**src/rtl/uart_pkg.sv**
```systemverilog
// Shared types and constants for the FIFO-fed UART transmitter.
package uart_pkg;

    typedef enum logic [2:0] {
        IDLE,
        START,
        DATA,
        PARITY,
        STOP
    } tx_state_t;

    localparam logic PARITY_EVEN = 1'b0;
    localparam logic PARITY_ODD  = 1'b1;
    localparam logic IDLE_LEVEL  = 1'b1;

    // Parity over the low nbits of data; odd mode inverts the XOR.
    function automatic logic parity_bit(input logic [8:0] data,
                                        input int unsigned nbits,
                                        input logic mode);
        logic p;
        p = 1'b0;
        for (int i = 0; i < 9; i++) begin
            if (i < nbits) p = p ^ data[i];
        end
        return p ^ (mode == PARITY_ODD);
    endfunction

endpackage

```
**src/rtl/uart_sync_fifo.sv**
```systemverilog
// Synchronous FIFO with registered full/empty/level and an overflow strobe.
module uart_sync_fifo #(
    parameter int WIDTH = 8,
    parameter int DEPTH = 8
) (
    input  logic                     clk,
    input  logic                     rst,
    input  logic                     push,
    input  logic [WIDTH-1:0]         din,
    input  logic                     pop,
    output logic [WIDTH-1:0]         head,
    output logic                     full,
    output logic                     empty,
    output logic [$clog2(DEPTH):0]   level,
    output logic                     ovf
);
    localparam int AW = $clog2(DEPTH);
    localparam int LW = AW + 1;

    logic [WIDTH-1:0] mem [DEPTH];
    logic [AW-1:0]    wr_ptr_reg, rd_ptr_reg;
    logic [LW-1:0]    level_reg, level_next;
    logic             full_reg, empty_reg;
    logic             push_ok, pop_ok;

    // Acceptance is judged on registered flags, so a same-cycle pop never frees space.
    assign push_ok    = push && !full_reg;
    assign pop_ok     = pop && !empty_reg;
    assign ovf        = push && full_reg;
    assign level_next = level_reg + LW'(push_ok) - LW'(pop_ok);

    always_ff @(posedge clk) begin
        if (push_ok) mem[wr_ptr_reg] <= din;
    end

    always_ff @(posedge clk or posedge rst) begin
        if (rst) begin
            wr_ptr_reg <= '0;
            rd_ptr_reg <= '0;
            level_reg  <= '0;
            full_reg   <= 1'b0;
            empty_reg  <= 1'b1;
        end else begin
            if (push_ok) wr_ptr_reg <= wr_ptr_reg + AW'(1);
            if (pop_ok)  rd_ptr_reg <= rd_ptr_reg + AW'(1);
            level_reg <= level_next;
            full_reg  <= (level_next == LW'(DEPTH));
            empty_reg <= (level_next == '0);
        end
    end

    assign head  = mem[rd_ptr_reg];
    assign full  = full_reg;
    assign empty = empty_reg;
    assign level = level_reg;

endmodule

```
**src/rtl/uart_tx_fifo.sv**
```systemverilog
// UART transmitter with integrated baud divider, transmit FIFO and per-frame
// parity/stop configuration latched when each frame is popped.
module uart_tx_fifo
    import uart_pkg::*;
#(
    parameter int DATA_BITS  = 8,
    parameter int FIFO_DEPTH = 8,
    parameter int DIV_W      = 16
) (
    input  logic                         PCLK,
    input  logic                         PRESET,
    input  logic                         wr_en,
    input  logic [DATA_BITS-1:0]         wr_data,
    output logic                         full,
    output logic                         empty,
    output logic [$clog2(FIFO_DEPTH):0]  level,
    output logic                         overflow,
    input  logic                         ovf_clr,
    input  logic                         tx_enable,
    input  logic [DIV_W-1:0]             baud_div,
    input  logic                         parity_en,
    input  logic                         parity_odd,
    input  logic                         two_stop,
    output logic                         Txd,
    output logic                         busy,
    output logic                         TxD_done
);
    localparam logic [3:0] LAST_BIT = 4'(DATA_BITS - 1);

    tx_state_t            state_reg, state_next;
    logic [DIV_W-1:0]     baud_cnt_reg, baud_cnt_next;
    logic [DIV_W-1:0]     div_reg, div_next;
    logic [3:0]           bit_idx_reg, bit_idx_next;
    logic [DATA_BITS-1:0] shift_reg, shift_next;
    logic                 par_en_reg, par_en_next;
    logic                 par_bit_reg, par_bit_next;
    logic                 two_stop_reg, two_stop_next;
    logic                 overflow_reg;

    logic [DATA_BITS-1:0] fifo_head;
    logic                 fifo_empty, fifo_ovf;
    logic                 pop, load, tick, start_frame;

    uart_sync_fifo #(
        .WIDTH (DATA_BITS),
        .DEPTH (FIFO_DEPTH)
    ) u_fifo (
        .clk   (PCLK),
        .rst   (PRESET),
        .push  (wr_en),
        .din   (wr_data),
        .pop   (pop),
        .head  (fifo_head),
        .full  (full),
        .empty (fifo_empty),
        .level (level),
        .ovf   (fifo_ovf)
    );

    assign empty = fifo_empty;

    // A new overflow wins over a simultaneous clear.
    always_ff @(posedge PCLK or posedge PRESET) begin
        if (PRESET)        overflow_reg <= 1'b0;
        else if (fifo_ovf) overflow_reg <= 1'b1;
        else if (ovf_clr)  overflow_reg <= 1'b0;
    end
    assign overflow = overflow_reg;

    always_ff @(posedge PCLK or posedge PRESET) begin
        if (PRESET) begin
            state_reg    <= IDLE;
            baud_cnt_reg <= '0;
            div_reg      <= '0;
            bit_idx_reg  <= '0;
            shift_reg    <= '0;
            par_en_reg   <= 1'b0;
            par_bit_reg  <= 1'b0;
            two_stop_reg <= 1'b0;
        end else begin
            state_reg    <= state_next;
            baud_cnt_reg <= baud_cnt_next;
            div_reg      <= div_next;
            bit_idx_reg  <= bit_idx_next;
            shift_reg    <= shift_next;
            par_en_reg   <= par_en_next;
            par_bit_reg  <= par_bit_next;
            two_stop_reg <= two_stop_next;
        end
    end

    always_comb begin
        state_next    = state_reg;
        baud_cnt_next = baud_cnt_reg;
        div_next      = div_reg;
        bit_idx_next  = bit_idx_reg;
        shift_next    = shift_reg;
        par_en_next   = par_en_reg;
        par_bit_next  = par_bit_reg;
        two_stop_next = two_stop_reg;
        load          = 1'b0;
        TxD_done      = 1'b0;
        Txd           = IDLE_LEVEL;
        busy          = (state_reg != IDLE);
        tick          = (baud_cnt_reg == div_reg);
        start_frame   = tx_enable && !fifo_empty;

        if (state_reg != IDLE)
            baud_cnt_next = tick ? '0 : baud_cnt_reg + DIV_W'(1);

        case (state_reg)
            IDLE: begin
                if (start_frame) load = 1'b1;
            end
            START: begin
                Txd = 1'b0;
                if (tick) begin
                    state_next   = DATA;
                    bit_idx_next = '0;
                end
            end
            DATA: begin
                Txd = shift_reg[0];
                if (tick) begin
                    shift_next = shift_reg >> 1;
                    if (bit_idx_reg == LAST_BIT) begin
                        state_next   = par_en_reg ? PARITY : STOP;
                        bit_idx_next = '0;
                    end else begin
                        bit_idx_next = bit_idx_reg + 4'd1;
                    end
                end
            end
            PARITY: begin
                Txd = par_bit_reg;
                if (tick) begin
                    state_next   = STOP;
                    bit_idx_next = '0;
                end
            end
            STOP: begin
                Txd = IDLE_LEVEL;
                if (tick) begin
                    if (two_stop_reg && bit_idx_reg == 4'd0) begin
                        bit_idx_next = 4'd1;
                    end else begin
                        TxD_done   = 1'b1;
                        state_next = IDLE;
                        if (start_frame) load = 1'b1;
                    end
                end
            end
            default: state_next = IDLE;
        endcase

        // Frame configuration is captured together with the popped data.
        if (load) begin
            state_next    = START;
            baud_cnt_next = '0;
            bit_idx_next  = '0;
            shift_next    = fifo_head;
            div_next      = baud_div;
            par_en_next   = parity_en;
            par_bit_next  = parity_bit(9'(fifo_head), DATA_BITS, parity_odd);
            two_stop_next = two_stop;
        end
    end

    assign pop = load;

endmodule

```
**config.mk**
```make
export PLATFORM = sky130hd
export DESIGN_NAME = uart_tx_fifo
export DESIGN_NICKNAME = d
export VERILOG_FILES = /design/src/rtl/uart_pkg.sv /design/src/rtl/uart_sync_fifo.sv /design/src/rtl/uart_tx_fifo.sv
export SDC_FILE = /design/constraint.sdc
export NUM_CORES = 1
export LEC_CHECK = 0
export ABC_AREA = 1
export BUFFER_PORTS_ARGS = -buffer_cell sky130_fd_sc_hd__buf_2
export CORE_MARGIN = 1
export CORE_UTILIZATION = 68
export CTS_BUF_LIST = sky130_fd_sc_hd__clkbuf_8
export DETAILED_ROUTE_END_ITERATION = 6
export HOLD_SLACK_MARGIN = 0.06
export PLACE_DENSITY_LB_ADDON = 0.08
export SYNTH_ARGS = -nofsm -noshare
export SYNTH_HDL_FRONTEND = slang
export SYNTH_SLANG_ARGS = --single-unit
export TNS_END_PERCENT = 100
```
**constraint.sdc**
```tcl
create_clock -name PCLK -period 4.9 [get_ports PCLK]
set_input_delay 0.98 -clock PCLK [delete_from_list [all_inputs] [get_ports PCLK]]
set_output_delay 0.98 -clock PCLK [all_outputs]
set_load 0.01 [all_outputs]
```
-- Word level (Yosys, flattened, before mapping)
Memory sizes are Yosys's and may differ from the RTL's.
Index checks and enable logic that the tools add are counted.
W data, S select, Z words.
- output and inout bits: 10
- input bits: 32
- bits in registers: 63
- word-level logic and storage cells: 107
- RAM bits: 64
- memories: 1
- muxes and demuxes: 42
- reductions and logical operators: 20
- add/sub/neg operators: 6
- bitwise operators: 8
- eq/ne operators: 16
- memory list (memory ; words ; width ; read ports ; clocked after Yosys merged registers in ; write ports ; RTL line ; source):
    u_fifo.mem ; 8 ; 8 ; 1 ; 0 ; 1 ; uart_sync_fifo.sv:20 ; logic [WIDTH-1:0] mem [DEPTH];
- operators with widths (operator ; number):
    $mux W16 ; 3
    $mux W3 ; 8
    $mux W4 ; 6
    $mux W8 ; 3
    $ne A3 B2 Y1 const B ; 7
    $mux W1 ; 18
    $add A16 B1 Y16 const B ; 1
    $eq A16 B16 Y1 ; 1
    $pmux W3 S5 ; 1
    $pmux W4 S3 ; 1
    $logic_not A4 Y1 ; 2
    $reduce_bool A2 Y1 ; 4
    $xor A1 B1 Y1 ; 8
    $reduce_and A7 Y1 ; 1
    $add A3 B1 Y3 const B ; 2
    $eq A3 B2 Y1 const B ; 2
    $logic_and A1 B1 Y1 ; 5
    $reduce_and A5 Y1 ; 1
    $add A4 B1 Y4 ; 1
    $add A4 B1 Y4 const B ; 1
    $eq A4 B3 Y1 const B ; 1
    $eq A4 B4 Y1 const B ; 1
    $reduce_bool A4 Y1 ; 1
    $sub A4 B1 Y4 ; 1
    other kinds (11) ; 12

-- Longest topological paths before layout
- depth in word-level cells: 22
- gate-level depth with buffers: 18
- gate-level depth less buffers: 16

-- Hierarchy
From an unflattened synthesis, not the netlist that was laid out.
- cells, all modules: 758
- area total of the unflattened synthesis: 6433.7 um^2
- by module, submodules not included (module ; seq. area each (um^2) ; cells each ; times used ; area an instance (um^2)):
    uart_sync_fifo ; 2223.4 ; 362 ; 1 ; 3518.4
    uart_tx_fifo ; 1276.2 ; 396 ; 1 ; 2915.3

-- Least setup slack after synthesis
OpenSTA, ideal clock, no wires.
- path kind: input to register
- start point: in tx_enable
- end point: reg u_fifo.empty_reg (netlist: u_fifo.empty)
- path buffers: 2
- arrival time: 3156 ps
- setup slack: 1677 ps
- cell stages on the path: 14
- data required time: 4832 ps
- library setup time: 68 ps
- cells stage by stage: nand2_1 > nor2_1 > nand4_4 > nand2_4 > buf_12 > buf_4 > ha_1 > inv_1 > ha_1 > inv_1 > fa_1 > inv_1 > or3_1 > nor2_1
- longest elaborated chain between the ends: 8
- RTL lines (element ; RTL line ; source):
    from (decl) ; uart_tx_fifo.sv:19 ; input logic tx_enable,
    $logic_and A1 B1 Y1 (*) ; uart_tx_fifo.sv:106 ; start_frame = tx_enable && !fifo_empty;
    $mux W1 (*) ; uart_tx_fifo.sv:113, uart_tx_fifo.sv:149 ;
    $mux W1 ; uart_tx_fifo.sv:144 ; if (two_stop_reg && bit_idx_reg == 4'd0) begin
    $mux W1 ; uart_tx_fifo.sv:143 ; if (tick) begin
    $pmux W1 S2 (*) ; uart_tx_fifo.sv:111 ; case (state_reg)
    $logic_and A1 B1 Y1 (*) ; uart_sync_fifo.sv:28 ; assign pop_ok = pop && !empty_reg;
    named net u_fifo.pop_ok ; uart_sync_fifo.sv:24 ; logic push_ok, pop_ok;
    $sub A4 B1 Y4 (*) ; uart_sync_fifo.sv:30 ; assign level_next = level_reg + LW'(push_ok) - LW'(pop_ok);
    named net u_fifo.level_next[1] ; uart_sync_fifo.sv:22 ; logic [LW-1:0] level_reg, level_next;
    $logic_not A4 Y1 (*) ; uart_sync_fifo.sv:48 ; empty_reg <= (level_next == '0);
    to (signal assigned) ; uart_sync_fifo.sv:48 ;
    to (decl) ; uart_sync_fifo.sv:23 ; logic full_reg, empty_reg;
Mark *: on every way through the listed nets, which the timed path passes. The rest lies on a longest branch.
A chain may end at the register's enable or synchronous reset.

-- Worst setup path in the final report
- start point: reg baud_cnt_reg[10]
- end point: reg u_fifo.full_reg (netlist: u_fifo.full)
- longest elaborated chain between the ends: 6
- RTL lines (element ; RTL line ; source):
    from (decl) ; uart_tx_fifo.sv:31 ; logic [DIV_W-1:0] baud_cnt_reg, baud_cnt_next;
    from (signal assigned) ; uart_tx_fifo.sv:82 ; baud_cnt_reg <= baud_cnt_next;
    $eq A16 B16 Y1 ; uart_tx_fifo.sv:105 ; tick = (baud_cnt_reg == div_reg);
    $mux W1 ; uart_tx_fifo.sv:143 ;
    $pmux W1 S2 ; uart_tx_fifo.sv:111 ;
    $logic_and A1 B1 Y1 ; uart_sync_fifo.sv:28 ;
    $sub A4 B1 Y4 ; uart_sync_fifo.sv:30 ;
    named net u_fifo.level_next[1] ; uart_sync_fifo.sv:22 ;
    $eq A4 B4 Y1 ; uart_sync_fifo.sv:47 ; full_reg <= (level_next == LW'(DEPTH));
    to (signal assigned) ; uart_sync_fifo.sv:47 ;
    to (decl) ; uart_sync_fifo.sv:23 ;
The timed path passes the listed nets, and every way through them passes these cells.

==> flow_summary.ini <==
[status]
status = completed

[power]
seq_power_share_pct = 37.8
peakVddDrop_v = 0.000467
p_leak_nw = 3.23
powerDensity_nw_per_um2 = 607
power_frac_clock_pct = 20.5
p_sw_share_pct = 42.4
combPwrFrac_pct = 41.6
cellInternalPower_mw = 2.43
switchingPower_mw = 1.79

[cells_and_area]
largest_register_ffs = 64
finalNetCount = 812
final_core_util_pct = 78.1
n_antenna_cell = 0
postLayoutCellArea_sq_um = 6940
mostFrequentLayoutCells = nand2_1 (214), nor2_1 (95), inv_1 (86), edfxtp_1 (64), dfrtp_1 (62)
drive_gt1_share_pct = 14.6
final_common_cell = nand2_1
final_cells = 890
area_delta_synth_final_pct = 9.04

[detailed_routing]
dr_total_vias = 4802
vias_per_cell = 5.40
drc = 0
first_pass_iters = 5
drt_iter0_markers = 321
wirelength_microns = 12700
wl_per_cell_microns = 14.3
postRouteAntennaNets = 0

[global_route]
grt-ovfl-total = 0
grt_max_degree = 64
grt_pass1_wl_microns = 21400
antenna_found_initial = 0
grt_pass1_vias = 4665
track_usage_pct = 29.0

[sta]
setup_viol = 0
timing.final.crit_share_pct = 59.2
final.setup.worst_slack_ns = 2.00
hold_viol = 0
fin_tns_setup_ns = 0
min_period_ns = 2.90
finClkSkew_ns = 0.0104
rsz0062_at_grt = false
drv_slew = 0
max-slew-margin-rel_pct = 33.2
tightest_slew_ns = 0.999
fmax_ghz = 0.344

[clock_network]
insertion_delay_ns = 0.44
cts_setup_buffers = 0
cts_made_buffers = 17
path_clk_slew_ns = 0.08
root_buffer = clkbuf_8
cts_hold_buf = 0
cts_tree = built
cts_resized = 0
cts_sinks = 127
htree_levels = 4
cts_buffer_depth = 2

[floorplan]
die_height_microns = 98.8
ios = 42
num_rows = 34
die_w_microns = 98.8
core_area_sq_um = 8890
dieArea_sq_um = 9750
initial_core_util_pct = 71.6

[yosys]
syn-num-nets = 770
syn_inst = 728
synth_seq_cells = 127
ys_types = 40
syn_area_sq_um = 6370
yosys_warnings = 0
syn_area_per_cell_sq_um = 8.75
synth_seq_area_share_pct = 55.0

[worst_setup_path]
end_kind = register
startpoint_type = register
path_class = reg -> reg
worstPathRequired_ns = 5.26
critPathMaxFanout = 6
r2r_slack_ns = 2.00
arrival_ns = 3.26

[placement]
place_ws_ns = 1.65
placed_area_sq_um = 6560
portBuffers = 41
place_hpwl_microns = 8580
routabilityCongestion = 0.926
dpl.cell_count = 859

[job]
drv_cap = 0

[min_path]
min_path_type = reg -> reg
==> cell families (layout without fill, tap and decap cells) <==
group	after synthesis	after routing	share of synthesized area [%]
flip-flops	127	127	55.0
adder cells (fa/ha/maj)	10	10	2.08
buffers and inverters	116	170	8.31
XOR/XNOR	18	18	2.48
AO/OA/AOI/OAI	73	73	7.03
AND/OR/NAND/NOR	384	384	25.1
==> worst paths after layout <==
path	start	endpoint	cells after the start
max in group asynchronous	PRESET	div_reg[1]	3
min	two_stop_reg	two_stop_reg	2
min reg2reg	two_stop_reg	two_stop_reg	2
max reg2reg	baud_cnt_reg[10]	u_fifo.full	16
min in group asynchronous	PRESET	bit_idx_reg[2]	3
max	baud_cnt_reg[10]	u_fifo.full	16
==> power by group through the flow <==
stage | combinational, mW | clock (mW) | sequential [mW]
3_5_place_dp | 1.75 | 0 | 1.61
5_1_grt | 2.01 | 0.922 | 1.62
4_1_cts | 1.76 | 0.878 | 1.59
6_report | 1.76 | 0.865 | 1.60
3_3_place_gp | 1.66 | 0 | 1.60
2_1_floorplan | 1.44 | 0 | 1.54
==> synth_stat cells (all sizes together) <==
| cell | number | share of area, % |
|---|---|---|
| a21oi | 4 | 0.37 |
| a221oi | 1 | 0.14 |
| and3 | 1 | 0.098 |
| buf | 18 | 2.5 |
| clkbuf | 3 | 0.18 |
| dfrtp | 62 | 24 |
| dfstp | 1 | 0.41 |
| edfxtp | 64 | 30 |
| fa | 1 | 0.31 |
| ha | 9 | 1.8 |
| inv | 95 | 5.7 |
| nand2 | 218 | 13 |
| nand3 | 42 | 3.4 |
| nand4 | 8 | 1.0 |
| nor2 | 101 | 6.3 |
| nor3 | 7 | 0.55 |
| nor3b | 2 | 0.24 |
| nor4 | 3 | 0.29 |
| o211ai | 3 | 0.35 |
| o21ai | 65 | 6.2 |
| or2 | 1 | 0.098 |
| or3 | 1 | 0.098 |
| xnor2 | 4 | 0.55 |
| xor2 | 14 | 1.9 |
==> worst max-delay path, cell delays in order, from the launching register on <==
cell	delay (ns)
dfrtp_1	0.45
inv_2	0.08
nand2_1	0.06
nand2_1	0.05
nor2_1	0.09
nand2_1	0.11
nor2_4	0.19
nand4_4	0.15
nand2_4	0.09
ha_1	0.22
inv_1	0.05
ha_1	0.17
inv_1	0.06
fa_1	0.48
inv_1	0.05
or3_1	0.39
nor2_1	0.13
==> metrics by stage <==
stage | hold slack, ns | power, mW
4_1_cts | 0.484 | 4.23
3_5_place_dp | 0.464 | 3.36
5_1_grt | 0.526 | 4.55
3_3_place_gp | 0.459 | 3.26
2_1_floorplan | 0.443 | 2.98
6_report | 0.480 | 4.22
==> layer usage <==
metal  routed length (microns)  vias to the layer above  GRT usage (%)
li1                          -                     2401              -
met1                      5490                     2219           38.8
met2                      6220                      155           46.3
met3                       832                       27           6.81
met4                       182                        0           11.6
met5                         0                        -              0
==> final cells by class <==
class,instances,area (sq um)
clock buffers,17,234
clock inverters,14,146
fillers,604,1950
inverters,95,362
multi-input cells,485,2340
flip-flops and latches,127,3500
well taps,108,135
repair buffers,44,228
Note: power is estimated with default switching activity, not from simulation.
